## src/rtl/xgmii_pkg.sv

```systemverilog
// Shared XGMII constants, link-state encoding and control-code helper for the
// receive link monitor.
package xgmii_pkg;

    localparam int XGMII_LANES  = 8;
    localparam int XGMII_LANE_W = 9;

    localparam logic [7:0] CTRL_IDLE  = 8'h07;
    localparam logic [7:0] CTRL_START = 8'hFB;
    localparam logic [7:0] CTRL_TERM  = 8'hFD;
    localparam logic [7:0] CTRL_SEQ   = 8'h9C;
    localparam logic [7:0] CTRL_ERROR = 8'hFE;

    localparam logic [7:0] LF_CODE = 8'h01;
    localparam logic [7:0] RF_CODE = 8'h02;

    typedef enum logic [1:0] {
        ST_DOWN   = 2'd0,
        ST_UP     = 2'd1,
        ST_LFAULT = 2'd2,
        ST_RFAULT = 2'd3
    } link_state_t;

    typedef enum logic {
        FT_LOCAL  = 1'b0,
        FT_REMOTE = 1'b1
    } fault_type_t;

    // A control octet is acceptable only if it is one of the known non-error codes.
    function automatic logic ctrl_known(input logic [7:0] o);
        return (o != CTRL_ERROR) &&
               ((o == CTRL_IDLE) || (o == CTRL_START) ||
                (o == CTRL_TERM) || (o == CTRL_SEQ));
    endfunction

endpackage

```

## src/rtl/xgmii_word_classify.sv

```systemverilog
// Combinational classifier for one 8-lane XGMII word: local fault set,
// remote fault set (checked at lanes 0 and 4) and error word.
module xgmii_word_classify
    import xgmii_pkg::*;
(
    input  logic [XGMII_LANES*XGMII_LANE_W-1:0] word,
    output logic                                is_lf,
    output logic                                is_rf,
    output logic                                is_err
);

    logic [XGMII_LANES-1:0] lane_bad;

    // Sequence ordered set starting at the given base lane with the given fault code.
    function automatic logic seq_at(input logic [XGMII_LANES*XGMII_LANE_W-1:0] w,
                                    input int base, input logic [7:0] code);
        return (w[base*XGMII_LANE_W       +: XGMII_LANE_W] == {1'b1, CTRL_SEQ}) &&
               (w[(base+1)*XGMII_LANE_W   +: XGMII_LANE_W] == {1'b0, 8'h00})   &&
               (w[(base+2)*XGMII_LANE_W   +: XGMII_LANE_W] == {1'b0, 8'h00})   &&
               (w[(base+3)*XGMII_LANE_W   +: XGMII_LANE_W] == {1'b0, code});
    endfunction

    for (genvar i = 0; i < XGMII_LANES; i++) begin : g_lane
        assign lane_bad[i] = word[i*XGMII_LANE_W+8] && !ctrl_known(word[i*XGMII_LANE_W +: 8]);
    end

    assign is_lf  = seq_at(word, 0, LF_CODE) || seq_at(word, 4, LF_CODE);
    assign is_rf  = seq_at(word, 0, RF_CODE) || seq_at(word, 4, RF_CODE);
    assign is_err = |lane_bad;

endmodule

```

## src/rtl/xgmii_link_monitor.sv

```systemverilog
// Receive-side XGMII link-status monitor: two-stage pipeline (register input,
// then classify and update FSM/counters). Observe-only.
// Optional error-character counter enabled by defining XGMII_LINK_MON_ERRCNT_EN;
// otherwise err_count reads 0 and err_clear is ignored.
module xgmii_link_monitor
    import xgmii_pkg::*;
#(
    parameter int UP_COUNT     = 255,
    parameter int FAULT_SEQS   = 4,
    parameter int FAULT_WINDOW = 128
) (
    input  logic                                clk_156mhz,
    input  logic                                rst_156mhz,
    input  logic                                phy_rx_ready,
    input  logic [XGMII_LANES*XGMII_LANE_W-1:0] xgmii_rx_dc,
    input  logic                                err_clear,
    output logic                                link_up,
    output logic                                local_fault,
    output logic                                remote_fault,
    output logic [1:0]                          link_state,
    output logic [15:0]                         err_count
);

    localparam logic [15:0] UC16 = 16'(UP_COUNT);
    localparam logic [15:0] FS16 = 16'(FAULT_SEQS);
    localparam logic [15:0] FW16 = 16'(FAULT_WINDOW);

    logic [XGMII_LANES*XGMII_LANE_W-1:0] word_d, word_q;
    logic        rdy_d, rdy_q;
    link_state_t state_d, state_q;
    fault_type_t ftype_d, ftype_q;
    logic [15:0] clean_d, clean_q;
    logic [15:0] fseq_d, fseq_q;
    logic [15:0] gap_d, gap_q;
    logic        link_up_d, link_up_q;
    logic        lf_d, lf_q;
    logic        rf_d, rf_q;

    logic        is_lf, is_rf, is_err;
    logic        seen_f;
    fault_type_t seen_t;

    xgmii_word_classify u_classify (
        .word   (word_q),
        .is_lf  (is_lf),
        .is_rf  (is_rf),
        .is_err (is_err)
    );

    // Stage 1 next values: straight capture of the PHY word and ready.
    always_comb begin
        word_d = xgmii_rx_dc;
        rdy_d  = phy_rx_ready;
    end

    // Stage 1 input registers.
    always_ff @(posedge clk_156mhz) begin
        if (rst_156mhz) begin
            word_q <= '0;
            rdy_q  <= 1'b0;
        end else begin
            word_q <= word_d;
            rdy_q  <= rdy_d;
        end
    end

    // Stage 2: fault-set tracking, clean-word run length and link FSM next state.
    always_comb begin
        state_d = state_q;
        ftype_d = ftype_q;
        clean_d = clean_q;
        fseq_d  = fseq_q;
        gap_d   = gap_q;
        seen_f  = is_lf || is_rf;
        // local wins when both halves carry a fault set
        seen_t  = is_lf ? FT_LOCAL : FT_REMOTE;

        if (seen_f) begin
            if (seen_t == ftype_q && gap_q < FW16) begin
                fseq_d = (fseq_q >= FS16) ? fseq_q : fseq_q + 16'd1;
            end else begin
                fseq_d  = 16'd1;
                ftype_d = seen_t;
            end
            gap_d = '0;
        end else if (gap_q < FW16) begin
            gap_d = gap_q + 16'd1;
        end

        // A fault condition is raised only by the set that completes the run,
        // so a stale count cannot block the fault-clear timeout.
        if (seen_f && fseq_d >= FS16) begin
            state_d = (seen_t == FT_LOCAL) ? ST_LFAULT : ST_RFAULT;
        end else begin
            case (state_q)
                ST_DOWN: begin
                    if (is_err) begin
                        clean_d = '0;
                    end else if (!seen_f) begin
                        clean_d = (clean_q == 16'hFFFF) ? clean_q : clean_q + 16'd1;
                        if (clean_d >= UC16) state_d = ST_UP;
                    end
                end
                ST_UP: ;
                default: begin
                    if (gap_d >= FW16) begin
                        state_d = ST_DOWN;
                        fseq_d  = '0;
                    end
                end
            endcase
        end

        // The clean run only matters while DOWN; any exit restarts it.
        if (state_d != ST_DOWN) clean_d = '0;

        if (!rdy_q) begin
            state_d = ST_DOWN;
            clean_d = '0;
            fseq_d  = '0;
            gap_d   = '0;
        end

        link_up_d = (state_d == ST_UP);
        lf_d      = (state_d == ST_LFAULT);
        rf_d      = (state_d == ST_RFAULT);
    end

    // Stage 2 state, counters and registered status outputs.
    always_ff @(posedge clk_156mhz) begin
        if (rst_156mhz) begin
            state_q   <= ST_DOWN;
            ftype_q   <= FT_LOCAL;
            clean_q   <= '0;
            fseq_q    <= '0;
            gap_q     <= '0;
            link_up_q <= 1'b0;
            lf_q      <= 1'b0;
            rf_q      <= 1'b0;
        end else begin
            state_q   <= state_d;
            ftype_q   <= ftype_d;
            clean_q   <= clean_d;
            fseq_q    <= fseq_d;
            gap_q     <= gap_d;
            link_up_q <= link_up_d;
            lf_q      <= lf_d;
            rf_q      <= rf_d;
        end
    end

    assign link_up      = link_up_q;
    assign local_fault  = lf_q;
    assign remote_fault = rf_q;
    assign link_state   = state_q;

`ifdef XGMII_LINK_MON_ERRCNT_EN
    logic [15:0] err_d, err_q;

    // Saturating error-word counter; clear wins, held while the PHY is not ready.
    always_comb begin
        err_d = err_q;
        if (err_clear) begin
            err_d = '0;
        end else if (rdy_q && is_err && err_q != 16'hFFFF) begin
            err_d = err_q + 16'd1;
        end
    end

    // Error counter register.
    always_ff @(posedge clk_156mhz) begin
        if (rst_156mhz) err_q <= '0;
        else            err_q <= err_d;
    end

    assign err_count = err_q;
`else
    logic unused_err_clear;
    assign unused_err_clear = err_clear;
    assign err_count        = '0;
`endif

endmodule
```

## config.mk

```make
export PLATFORM = sky130hd
export DESIGN_NAME = xgmii_link_monitor
export DESIGN_NICKNAME = d
export VERILOG_FILES = /design/src/rtl/xgmii_pkg.sv /design/src/rtl/xgmii_word_classify.sv /design/src/rtl/xgmii_link_monitor.sv
export SDC_FILE = /design/constraint.sdc
export NUM_CORES = 1
export LEC_CHECK = 0
export ABC_AREA = 0
export ABC_CLOCK_PERIOD_IN_PS = 4100
export CAP_MARGIN = 10
export CELL_PAD_IN_SITES_DETAIL_PLACEMENT = 2
export CELL_PAD_IN_SITES_GLOBAL_PLACEMENT = 2
export CORE_ASPECT_RATIO = 0.6
export CORE_MARGIN = 3
export CORE_UTILIZATION = 32
export DETAILED_ROUTE_END_ITERATION = 6
export PLACE_DENSITY = 0.77
export SLEW_MARGIN = 5
export SYNTH_ARGS = -nofsm -noshare
export SYNTH_HDL_FRONTEND = slang
export SYNTH_HIERARCHICAL = 1
export SYNTH_SLANG_ARGS = --single-unit
```

## constraint.sdc

```tcl
create_clock -name clk_156mhz -period 4.1 [get_ports clk_156mhz]
set_input_delay 1.23 -clock clk_156mhz [delete_from_list [all_inputs] [get_ports clk_156mhz]]
set_output_delay 1.23 -clock clk_156mhz [all_outputs]
set_load 0.01 [all_outputs]
```

==> flow_metrics.py, run 1 <==
metrics = {
    "timing": {
        "rsz0062_at_grt": "false",
        "finalSetupViolCount": 0,
        "min_period_ps": 3783,
        "holdWs_ps": 464.5,
        "skew_ps": 11.36,
        "fin_crit_sh_pct": 92.26,
        "slew_viol_final": 0,
        "finalWorstSetupSlack_ps": 317.5,
        "worst_pin_slew_ps": 914.3,
        "finalHoldViolCount": 0,
        "setup_tns_ps": 0,
        "max_freq_mhz": 264.4,
        "timing.slew.headroom_pct": 38.82,
    },
    "drt": {
        "drc": 0,
        "routedWlPerCell_um": 19.64,
        "dr.pass1.iters": 4,
        "ant_nets": 0,
        "wirelength_um": 17870,
        "drtIter0Drc": 238,
        "viasPerCell": 5.141,
        "vias": 4678,
    },
    "floorplan": {
        "die_w_um": 173.9,
        "floorplan.initialDensity_pct": 33.02,
        "core_um2": 16400,
        "rows": 36,
        "dieArea_um2": 18570,
        "die_y_um": 106.8,
        "ios": 97,
    },
    "yosys": {
        "synth_edf_count": 0,
        "synth-warning-count": 6,
        "ys_types": 65,
        "async_reset_ff_share_pct": 0,
        "yosysSeqAreaShare_pct": 46.96,
        "syn_inst": 597,
        "synth_top_cell_area_share_pct": 46.96,
        "avgSynthCellArea_um2": 9.069,
        "synth_top_flop_cell": "dfxtp_1",
        "syn-cell-area_um2": 5414,
        "yosys.area.top_type": "dfxtp_1",
        "synth.area.top_cells": "dfxtp_1, nor2b_1, nor2_1, buf_4, nand2_1",
        "ys_seq_elements": 127,
    },
    "worst_setup_path": {
        "critical-path-top-delay-family": "simple AND/OR/NAND/NOR gates",
        "worst-path-stages": 12,
        "end_kind": "flop",
        "crit_type": "flop to flop",
        "crit_arrival_ps": 4130,
        "worst_path_most_repeated_cell": "nor2_1",
        "ff2ff_setup_slack_ps": 320,
        "r2r-end": "clean_q[14]",
        "cp_cell_sequence": "or4_1, nor4_1, nand4_1, o32ai_1, buf_4, xnor2_1, nor4_4, and3_1, o21bai_1, nor2_1, o221ai_1, nor2_1",
        "critPathBufInv": 1,
        "cp_max_fo": 8,
        "critPathSlowestCell": "nor2_1",
        "r2r_start": "word_q[9]",
        "worst_ep_required_time_ps": 4450,
        "rr_worst_depth": 12,
        "cp-start-kind": "flop",
        "max_stage_delay_ps": 650,
    },
    "global_routing": {
        "grt_pass1_vias": 5026,
        "overflow": 0,
        "grt_usage_pct": 19.67,
        "use_met2_pct": 31.41,
        "grt_antenna_before_repair": 0,
        "grt_max_degree": 74,
        "grt.busiest_layer": "met2",
        "grt_first_pass_wirelength_um": 28660,
        "use_met1_pct": 27.11,
        "groute.layer.met3.usage_pct": 5.096,
    },
    "place": {
        "dp.cells": 880,
        "place_area_um2": 6349,
        "gp_congestion": 0.8200,
        "pre_cts_slack_ps": 475.2,
        "place_hpwl_um": 12410,
        "port_buffers": 79,
    },
    "pwr": {
        "irDropWorstVdd_v": 0.0002605,
        "leakage_nw": 2.540,
        "power_mw": 3.097,
        "p_per_area_nw_per_um2": 444.7,
    },
    "cts": {
        "worst_skew_pair.late_latency_ps": 420,
        "root_buffer": "clkbuf_16",
        "cts_resized": 0,
        "clock_sinks": 127,
        "cts_buffer_depth": 2,
        "cts_tree": "done",
        "cts_max_level": 4,
        "cts-buffers-inserted": 17,
        "cts-hold-fix-buffers": 0,
        "path_clk_slew_ps": 70,
        "cts_setup_buffers": 0,
    },
    "final_layout": {
        "syn2layout_area_growth_pct": 28.63,
        "fin_util_pct": 42.48,
        "final_net_count": 751,
        "drive_above_1_share_pct": 8.358,
        "instances_no_fill": 910,
        "finalInstanceArea_um2": 6964,
        "n_antenna_cell": 0,
    },
    "run": {
        "drv_cap": 0,
    },
    "hold_path": {
        "hold_depth": 1,
        "min_path_type": "flop to flop",
        "min_to": "fseq_q[14]",
        "min_from": "fseq_q[14]",
    },
    "run_status": {
        "status": "finished clean",
    },
}
[cells in the final DEF, fill, tap and decap left out, types with 6 or more instances in the layout]
cell and n:
dfxtp_1 127, clkdlybuf4s50_1 78, nor2b_1 77, nor2_1 42, nand2_1 33, nand3_1 22, o21ai_0 21, and2_1 18
nor3_1 17, clkbuf_16 17, conb_1 16, and3_1 15, a21oi_1 15, nand4_1 13, nor4_1 12, xnor2_1 10
inv_1 9, a31oi_1 9, nand2b_1 7, buf_4 7, or4_1 7, and4_1 6
[per-layer routing]
metal  up-vias  part of all wire (%)
li1       2226                     -
met1      2339                    49
met2       100                    46
met3        13                   4.6
met4         0                  0.69
met5         -                     0
[logic make-up after synthesis]
kind of cell	share of synthesized area (%)
compound gates	11.79
xor+xnor	1.941
fa+ha+maj	0.9245
buf+inv	5.154
flops	46.96
mux	0.5778
other cells	0.06927
simple gates	32.59
[sequential cells by signal, indices dropped and copies added (netlist names)]
| name | flops |
|---|---|
| clean_q | 16 |
| fseq_q | 16 |
| ftype_q | 1 |
| gap_q | 16 |
| link_state | 2 |
| link_up | 1 |
| local_fault | 1 |
| rdy_q | 1 |
| remote_fault | 1 |
| word_q | 72 |
[where the power goes]
| group | internal (mW) | switching [mW] |
|---|---|---|
| clock | 1.02 | 0.588 |
| combinational | 0.107 | 0.0792 |
| sequential | 1.27 | 0.0343 |
[synthesized netlist by cell type, drive strengths merged (16+ instances only)]
cell	instances
nand2	33
nor2b	77
clkbuf	23
nand3	23
buf	23
dfxtp	127
nor3	19
and3	16
o21ai	21
nor2	42
and2	18
[area by class of cell]
type / instances / area [um^2]
flip-flops and latches: 127 / 2542
well taps: 228 / 285.3
inverters: 9 / 33.78
multi-input cells: 430 / 2649
clock buffers: 17 / 425.4
fillers: 1784 / 9432
clock inverters: 13 / 190.2
repair buffers: 86 / 838.3
[worst max-delay path by stage]
stage                    start     endpoint  slack, ps
floorplan           word_q[50]   clean_q[8]        740
global placement    word_q[50]   clean_q[8]        550
detailed placement  word_q[50]   clean_q[8]        480
CTS                 word_q[50]  clean_q[14]        360
global route        word_q[50]  clean_q[13]        100
finish               word_q[9]  clean_q[14]        320
Note: power is estimated with default switching activity, not from simulation.
==> run 2, diff against run 1 <==
ABC_AREA = 1   (was 0)
CORE_UTILIZATION = 29   (was 32)
==> run 2 against run 1 <==
Net effect:
- cell count increased by 38%
- largest power group unchanged
- critical path depth increased by 7
- via count increased by 18%
- register-to-register slack improved by 410 ps
==> flow_metrics.py, run 2 <==
metrics = {
    "pwr": {
        "p_per_area_nw_per_um2": 398.9,
        "irDropWorstVdd_v": 0.0002958,
        "leakage_nw": 3.255,
    },
    "drt": {
        "drc": 0,
        "drtIter0Drc": 175,
        "ant_nets": 0,
        "wirelength_um": 17650,
        "viasPerCell": 4.395,
        "routedWlPerCell_um": 14.05,
        "dr.pass1.iters": 4,
        "vias": 5520,
    },
    "timing": {
        "worst_pin_slew_ps": 769.5,
        "skew_ps": 10.29,
        "max_freq_mhz": 296.7,
        "min_period_ps": 3371,
        "timing.slew.headroom_pct": 48.70,
        "finalSetupViolCount": 0,
        "fin_crit_sh_pct": 82.21,
        "setup_tns_ps": 0,
        "slew_viol_final": 0,
        "finalHoldViolCount": 0,
        "rsz0062_at_grt": "false",
    },
    "worst_setup_path": {
        "cp-start-kind": "flop",
        "r2r-end": "clean_q[8]",
        "cp_max_fo": 30,
        "worst_ep_required_time_ps": 4410,
        "end_kind": "flop",
        "rr_worst_depth": 19,
        "crit_type": "flop to flop",
        "crit_arrival_ps": 3680,
        "r2r_start": "word_q[3]",
        "ff2ff_setup_slack_ps": 730,
    },
    "cts": {
        "worst_skew_pair.late_latency_ps": 430,
        "cts_tree": "done",
        "root_buffer": "clkbuf_16",
        "cts-buffers-inserted": 17,
        "cts_setup_buffers": 0,
        "clock_sinks": 127,
        "cts-hold-fix-buffers": 0,
        "path_clk_slew_ps": 60,
        "cts_resized": 0,
        "cts_buffer_depth": 2,
        "cts_max_level": 4,
    },
    "yosys": {
        "yosysSeqAreaShare_pct": 43.01,
        "synth_edf_count": 0,
        "yosys-top-cells-count": "nor2_1, nand2_1, inv_1",
        "synth_top_cell_area_share_pct": 43.01,
        "avgSynthCellArea_um2": 6.597,
        "async_reset_ff_share_pct": 0,
        "synth_top_flop_cell": "dfxtp_1",
        "syn-cell-area_um2": 5911,
        "ys_seq_elements": 127,
        "synth_most_common_cell": "nor2_1",
        "ys_types": 35,
        "syn_inst": 896,
        "synth-warning-count": 6,
        "yosys.area.top_type": "dfxtp_1",
        "synth.area.top_cells": "dfxtp_1, nor2_1, nand2_1, inv_1, nand3_1",
    },
    "place": {
        "place_hpwl_um": 13000,
        "dp.cells": 1225,
        "place_area_um2": 6904,
        "gp_congestion": 0.7331,
        "port_buffers": 79,
    },
    "hold_path": {
        "min_from": "gap_q[13]",
        "min_to": "gap_q[13]",
        "min_path_type": "flop to flop",
        "hold_depth": 2,
    },
    "global_routing": {
        "grt_max_degree": 75,
        "grt_antenna_before_repair": 0,
        "grt_pass1_vias": 6028,
        "overflow": 0,
        "grt_usage_pct": 17.19,
        "grt_first_pass_wirelength_um": 30060,
    },
    "final_layout": {
        "final_cell_mix": "nor2_1, nand2_1, inv_1",
        "n_antenna_cell": 0,
        "final_common_cell": "nor2_1",
        "top_register": "word_q",
        "final_net_count": 1058,
        "instances_no_fill": 1256,
        "regArea_um2": 2542,
        "syn2layout_area_growth_pct": 26.44,
        "drive_above_1_share_pct": 6.970,
        "multi_input_area_um2": 2621,
        "finalInstanceArea_um2": 7473,
        "largest_reg_flops": 72,
        "fillCellCount": 2365,
    },
    "floorplan": {
        "die_y_um": 116.6,
        "die_w_um": 190.3,
        "core_um2": 19520,
        "ios": 97,
        "rows": 39,
        "dieArea_um2": 22190,
        "floorplan.initialDensity_pct": 30.28,
    },
    "run_status": {
        "status": "finished clean",
    },
    "run": {
        "drv_cap": 0,
    },
}
## run 2: cells by family after synthesis
kind of cell | after synthesis | share of synthesized area (%)
compound gates | 50 | 4.530
xor+xnor | 10 | 1.482
fa+ha+maj | 4 | 0.8468
buf+inv | 193 | 13.59
flops | 127 | 43.01
other cells | 1 | 0.06344
simple gates | 511 | 36.47
## run 2: per-stage QoR
stage / utilization [%] / total power [mW] / hold slack [ps] / setup slack, ps
final: 38.29 / 2.981 / 459.1 / 729.4
after detailed placement: 35.37 / 1.525 / 451.1 / 723.0
after CTS: 38.29 / 3.035 / 460.4 / 678.1
after floorplan: - / 1.426 / 429.5 / 1716
after global placement: 35.37 / 1.518 / 445.9 / 931.4
after global routing: 38.29 / 3.132 / 493.4 / 314.5
## run 2: where the power goes
| part | internal, mW | switching, mW |
|---|---|---|
| Clock | 0.891 | 0.592 |
| Sequential | 1.27 | 0.0298 |
| Combinational | 0.0966 | 0.0972 |
| Total | 2.26 | 0.719 |
## run 2: worst max path at each step
| stage | startpoint | endpoint | slack, ps | cells after the start |
|---|---|---|---|---|
| 5_1_grt | word_q[14] | clean_q[8] | 310 | 20 |
| 3_5_place_dp | word_q[11] | clean_q[11] | 720 | 19 |
| 4_1_cts | word_q[3] | clean_q[8] | 680 | 19 |
| 2_1_floorplan | word_q[2] | clean_q[12] | 1720 | 20 |
| 6_report | word_q[3] | clean_q[8] | 730 | 19 |
| 3_3_place_gp | word_q[2] | clean_q[9] | 930 | 19 |
## run 2: routing by layer
metal / global-route usage, % / wire [um] / vias to the layer above
met4: 5.423 / 195 / 0
li1: - / - / 2819
met5: 0 / 0 / -
met1: 23.06 / 9220 / 2606
met3: 4.379 / 586 / 17
met2: 27.37 / 7648 / 78
## run 2: area by class of cell
type / count / share of cell area, %
timing repair buffer: 82 / 10.82
clock inverter: 13 / 1.875
tap: 266 / 4.453
multi-input combinational: 591 / 35.07
sequential: 127 / 34.02
clock buffer: 18 / 5.743
inverter: 159 / 8.019
## run 2: worst max-delay path: stages, from the launching register on
cell and delay (ps):
dfxtp_1 400, nand2_1 80, nor2_1 100, nand3_1 110
nor3b_2 280, nand3_1 130, nand2_1 280, xor2_1 180
nand3_1 100, nand2_2 320, o21ai_0 170, nand2_1 120
nor2_1 50, nand2_1 130, nand2_2 110, nand2_1 70
buf_4 300, nand2_1 90, o21ai_0 140, nor2_2 80
